**src/rtl/ped_signal_ctrl.sv**
```systemverilog
`default_nettype none
// ============================================================================
//  Module   : ped_signal_ctrl
//  Purpose  : Pedestrian WALK / flashing DON'T WALK controller slaved to the
//             one-hot vehicle traffic-light state.
//  Revision : 1.0  initial release
// ============================================================================
module ped_signal_ctrl #(
  parameter int WALK_CYCLES  = 30,
  parameter int CLEAR_CYCLES = 16,
  parameter int FLASH_HALF   = 4
) (
  input  logic       clk,
  input  logic       reset,
  input  logic [3:0] state_in,
  input  logic       ped_btn,
  output logic       walk,
  output logic       dont_walk,
  output logic [5:0] countdown,
  output logic       req_pending,
  output logic [1:0] ped_phase
);

  localparam logic [3:0] c_st_off = 4'b0001;
  localparam logic [3:0] c_st_red = 4'b0010;
  localparam logic [3:0] c_st_yel = 4'b0100;
  localparam logic [3:0] c_st_grn = 4'b1000;

  localparam logic [1:0] c_ph_dark      = 2'd0;
  localparam logic [1:0] c_ph_dont_walk = 2'd1;
  localparam logic [1:0] c_ph_walk      = 2'd2;
  localparam logic [1:0] c_ph_clear     = 2'd3;

  localparam logic [5:0] c_walk_load  = 6'(WALK_CYCLES);
  localparam logic [5:0] c_clear_load = 6'(CLEAR_CYCLES);
  localparam logic [3:0] c_flash_load = 4'(FLASH_HALF);

  logic       r_s1, r_s2, r_s2_d;
  logic       r_prev_red;
  logic [1:0] r_phase;
  logic [5:0] r_cnt;
  logic [3:0] r_flash;
  logic       r_walk, r_dont_walk, r_req;
  logic [5:0] r_countdown;

  logic [3:0] w_state;
  logic       w_is_off, w_is_red, w_is_yg;
  logic       w_red_entry, w_btn_edge;
  logic [1:0] w_nph;
  logic [5:0] w_ncnt, w_ncd;
  logic [3:0] w_nflash;
  logic       w_nwalk, w_ndw;

  // Anything other than a clean one-hot code is treated as the lights being off.
  always_comb begin
    w_state = c_st_off;
    case (state_in)
      c_st_off, c_st_red, c_st_yel, c_st_grn: w_state = state_in;
      default:                                w_state = c_st_off;
    endcase
  end

  assign w_is_off    = (w_state == c_st_off);
  assign w_is_red    = (w_state == c_st_red);
  assign w_is_yg     = (w_state == c_st_yel) || (w_state == c_st_grn);
  assign w_red_entry = w_is_red && !r_prev_red;
  assign w_btn_edge  = r_s2 && !r_s2_d;

  always_comb begin
    w_nph    = r_phase;
    w_ncnt   = r_cnt;
    w_nflash = r_flash;
    w_nwalk  = 1'b0;
    w_ndw    = 1'b0;
    w_ncd    = 6'd0;
    if (w_is_off) begin
      w_nph = c_ph_dark;
    end else begin
      case (r_phase)
        c_ph_dark: begin
          w_nph = c_ph_dont_walk;
          w_ndw = 1'b1;
        end
        c_ph_dont_walk: begin
          if (w_red_entry && r_req) begin
            w_nph   = c_ph_walk;
            w_ncnt  = c_walk_load;
            w_nwalk = 1'b1;
          end else begin
            w_ndw = 1'b1;
          end
        end
        c_ph_walk: begin
          if (w_is_yg) begin
            w_nph = c_ph_dont_walk;
            w_ndw = 1'b1;
          end else if (r_cnt <= 6'd1) begin
            w_nph    = c_ph_clear;
            w_ncnt   = c_clear_load;
            w_ncd    = c_clear_load;
            w_nflash = c_flash_load;
            w_ndw    = 1'b1;
          end else begin
            w_ncnt  = r_cnt - 6'd1;
            w_nwalk = 1'b1;
          end
        end
        default: begin
          if (w_is_yg || r_cnt <= 6'd1) begin
            w_nph = c_ph_dont_walk;
            w_ndw = 1'b1;
          end else begin
            w_ncnt = r_cnt - 6'd1;
            w_ncd  = r_cnt - 6'd1;
            // dont_walk itself holds the flash level; toggle at each half-period end
            if (r_flash <= 4'd1) begin
              w_ndw    = !r_dont_walk;
              w_nflash = c_flash_load;
            end else begin
              w_ndw    = r_dont_walk;
              w_nflash = r_flash - 4'd1;
            end
          end
        end
      endcase
    end
  end

  always_ff @(posedge clk) begin
    if (reset) begin
      r_s1        <= 1'b0;
      r_s2        <= 1'b0;
      r_s2_d      <= 1'b0;
      r_prev_red  <= 1'b0;
      r_phase     <= c_ph_dark;
      r_cnt       <= 6'd0;
      r_flash     <= 4'd0;
      r_walk      <= 1'b0;
      r_dont_walk <= 1'b0;
      r_countdown <= 6'd0;
      r_req       <= 1'b0;
    end else begin
      r_s1        <= ped_btn;
      r_s2        <= r_s1;
      r_s2_d      <= r_s2;
      r_prev_red  <= w_is_red;
      r_phase     <= w_nph;
      r_cnt       <= w_ncnt;
      r_flash     <= w_nflash;
      r_walk      <= w_nwalk;
      r_dont_walk <= w_ndw;
      r_countdown <= w_ncd;
      // A press landing on the WALK-entry cycle survives for the next RED.
      if (r_phase == c_ph_dark || w_nph == c_ph_dark)
        r_req <= 1'b0;
      else if (w_btn_edge)
        r_req <= 1'b1;
      else if (r_phase == c_ph_dont_walk && w_nph == c_ph_walk)
        r_req <= 1'b0;
    end
  end

  assign walk        = r_walk;
  assign dont_walk   = r_dont_walk;
  assign countdown   = r_countdown;
  assign req_pending = r_req;
  assign ped_phase   = r_phase;

endmodule
`default_nettype wire

```
**config.mk**
```make
export PLATFORM = sky130hd
export DESIGN_NAME = ped_signal_ctrl
export DESIGN_NICKNAME = d
export VERILOG_FILES = /design/src/rtl/ped_signal_ctrl.sv
export SDC_FILE = /design/constraint.sdc
export NUM_CORES = 1
export LEC_CHECK = 0
export ABC_AREA = 1
export BUFFER_PORTS_ARGS = -buffer_cell sky130_fd_sc_hd__buf_2
export CAP_MARGIN = 20
export CORE_MARGIN = 2
export CORE_UTILIZATION = 46
export CTS_BUF_LIST = sky130_fd_sc_hd__clkbuf_16
export CTS_CLUSTER_SIZE = 28
export DETAILED_ROUTE_END_ITERATION = 8
export PLACE_DENSITY = 0.66
export SYNTH_ARGS = -nofsm -noshare
export SYNTH_HDL_FRONTEND = slang
export SYNTH_SLANG_ARGS = --single-unit
```
**constraint.sdc**
```tcl
create_clock -name clk -period 2.3 [get_ports clk]
set_input_delay 0.23 -clock clk [delete_from_list [all_inputs] [get_ports clk]]
set_output_delay 0.23 -clock clk [all_outputs]
set_load 0.01 [all_outputs]
```
==> reports/qor.csv <==
stage;metric;value;unit
yosys;main area contributors after synthesis;dfxtp_1, nand2_1, inv_1;
yosys;async set or reset register ratio after synthesis;0;%
worst_setup_path;Critical Path AT;2020;ps
detailed_routing;Detailed Route Iter0 Violations;41;
placed_design;DP Area;1470;µm²
layout;Syn-to-layout area delta;14.06;%
sta;setup TNS;0;ps
clock_network;# Post-CTS Setup Buffers;0;
layout;final cell area excluding filler cells;1553;µm²
detailed_routing;Via density;5.064;
layout;n_diodes;0;
yosys;syn avg cell area;6.841;µm²
worst_setup_path;CP Depth;10;
sta;Slew @ Worst Pin;320.9;ps
detailed_routing;via count;1261;
placed_design;Final GP Congestion;0.8546;
grt;grt ovf;0;
worst_setup_path;R2R setup slack;480;ps
yosys;warning count from the yosys run;0;
worst_setup_path;Critical Path Fanout Max;8;
clock_network;Worst-path clk slew;60;ps
floorplanning;DIE WIDTH;58.40;µm
grt;first-pass GRT wire length;4664;µm
worst_setup_path;worst reg2reg startpoint;ped_phase[0];
grt;total track usage;17.55;%
power_and_ir_drop;Max VDD drop;0.3881;mV
grt;largest net degree at the start of global routing;16;
outcome;status;completed;
worst_setup_path;crit-path max cell delay;410;ps
sta;Setup Skew;2.319;ps
worst_setup_path;delay-heaviest family, CP;simple AND/OR/NAND/NOR gates;
worst_setup_path;slowest CP cell;dfxtp_1;
yosys;Yosys cell types;24;
yosys;Post-synth EDFFs;0;
floorplanning;Initial Utilization;48.94;%
yosys;Yosys top cell by area;dfxtp_1;
yosys;#FFs+latches synth;25;
worst_setup_path;Reg2Reg Depth;10;
sta;Peak Freq;0.5491;GHz
flow_run;maxcap violations;0;
sta;Final min period;1821;ps
detailed_routing;mean routed wirelength per cell;10.63;µm
sta;Tcrit/Tclk final;79.18;%
clock_network;clock tree from TritonCTS;yes;
worst_setup_path;crit-path cells;inv_1, ha_1, inv_2, nor2_1, nor2_1, and3_1, nand2_4, nand2_1, nand2_1, nor2_1;
power_and_ir_drop;Pwr Density;568.3;nW/µm²
worst_setup_path;CP bufs+invs;2;
worst_setup_path;CP Launch Point;ped_phase[0];
detailed_routing;drt drc;0;
placed_design;PortBufs;17;
detailed_routing;first-pass iteration count of the detailed router;4;
grt;initial antenna violation count;0;
sta;final hold vios;0;
clock_network;post-CTS sizing;0;
sta;max-slew violation count;0;
floorplanning;Die Ht;58.40;µm
floorplanning;Die ar.;3411;µm²
power_and_ir_drop;leakage;0.0007899;µW
clock_network;Root Buffer Master;clkbuf_16;
min_path;HP Class;input port to register;
yosys;Post-Syn Nets;214;
yosys;Seq/Total Area, Yosys;36.76;%
yosys;most numerous cell in the Yosys netlist;nand2_1;
floorplanning;Core Region;2781;µm²
worst_setup_path;Top cell by count, worst path;nor2_1;
placed_design;DP HPWL;2097;µm
worst_setup_path;WS Path Type;register to register;
yosys;Top FF cell, synth;dfxtp_1;
sta;# setup viols final;0;
floorplanning;# IOs;18;
grt;vias in the first global route;1133;
worst_setup_path;CP Capture Type;register;
worst_setup_path;startpoint class of the critical path;register;
sta;RSZ-0062 raised after global routing;no;
clock_network;Num Clock Sinks;25;
yosys;Cell Area, Synth;1361;µm²
clock_network;number of H-tree levels;1;
yosys;synthesized instance count;199;
clock_network;worst skew pair latency;260;ps
worst_setup_path;Required @ worst endpoint;2500;ps
layout;layout cells sized above 1;13.76;%
detailed_routing;overall routed net length;2648;µm
floorplanning;row count;19;
clock_network;Max clock buf depth;2;
detailed_routing;post-route ant nets;0;
yosys;post-synth top area share;36.76;%
layout;Filler cells;272;
worst_setup_path;Worst Setup EP;r_cnt[0];
layout;Layout Nets;234;
yosys;Synth top cells by count;nand2_1, inv_1, nor2_1;
clock_network;hold buffer count at CTS;0;
clock_network;CTS buffer count;3;
worst_setup_path;R2R Path End;r_cnt[0];
sta;Worst slew margin;78.38;%
==> how the worst min path moves through the flow <==
stage / start / to / slack (ps) / depth (start not counted)
global placement: r_s2 / r_s2_d / 410 / 2
finish: ped_btn / r_s1 / 180 / 3
floorplan: reset / r_cnt[1] / 300 / 1
detailed placement: r_s2 / r_s2_d / 420 / 2
global route: ped_btn / r_s1 / 190 / 3
CTS: ped_btn / r_s1 / 180 / 3
==> area by class of cell <==
class / instances / area, µm² / area share [%]
tap: 31 / 38.79 / 2.498
inverter: 30 / 112.6 / 7.252
timing repair buffer: 17 / 85.08 / 5.479
sequential: 25 / 500.5 / 32.23
clock inverter: 1 / 7.507 / 0.4835
clock buffer: 3 / 75.07 / 4.835
multi-input combinational: 142 / 733.2 / 47.22
==> sequential cells by signal, indices dropped and copies added, names as in the netlist <==
signal / count
r_flash: 4
dont_walk: 1
r_s2_d: 1
r_s1: 1
ped_phase: 2
r_s2: 1
r_prev_red: 1
countdown: 6
walk: 1
r_cnt: 6
req_pending: 1
==> report_power, final <==
| part | leakage (µW) | internal (µW) | switching (µW) |
|---|---|---|---|
| clock network | 0.0000371 | 236 | 153 |
| logic | 0.000551 | 17.7 | 36.1 |
| registers | 0.000202 | 437 | 2.48 |
| total | 0.000790 | 691 | 192 |
==> metrics by stage <==
step           hold WS, ps  utilization, %  total power (µW)  std cells  setup WS, ps
2_1_floorplan        299.1               -             485.9        199         708.5
3_3_place_gp         412.7           52.86             501.5        245         556.2
3_5_place_dp         418.4           52.86             502.6        245         515.9
4_1_cts              176.4           55.83             893.7        249         499.4
5_1_grt              192.8           55.83             922.6        249         289.8
6_report             176.9           55.83             882.5        249         478.9
==> cells in the final DEF (no fill, tap or decap), drive strengths merged <==
cell,Yosys,final
nor3,3,3
a21oi,7,7
nor2,31,31
ha,8,8
dfxtp,25,25
nand4,1,1
o31ai,1,1
inv,30,30
and3,1,1
nand3,20,20
buf,1,17
o22ai,1,1
clkinvlp,0,1
or2,1,1
xnor2,3,3
nand2,51,51
clkbuf,1,3
o21ai,11,11
xor2,3,3
==> layer usage <==
layer	track usage, %	up-vias	part of all wire, %	wire length (µm)
met2	29.05	41	47	1233
met1	22.50	551	47	1236
met4	7.641	0	2.0	53
li1	-	662	-	-
met5	0	-	0	0
met3	2.857	7	4.7	125
==> worst register-to-register path, delay by kind of cell (launching register included) <==
family                     cells  cell delay (ps)
adders and majority gates      1              270
buffers and inverters          2              260
DFF                            1              410
and+or+nand+nor                7              810
==> logic make-up after synthesis <==
group                      synth area share (%)
AOI/OAI and AO/OA                         7.629
and+or+nand+nor                           35.02
xor gates and xnor gates                  3.861
buffers and inverters                     9.374
adders and majority gates                 7.353
DFF                                       36.76
Power figures use the tool's default switching activity.
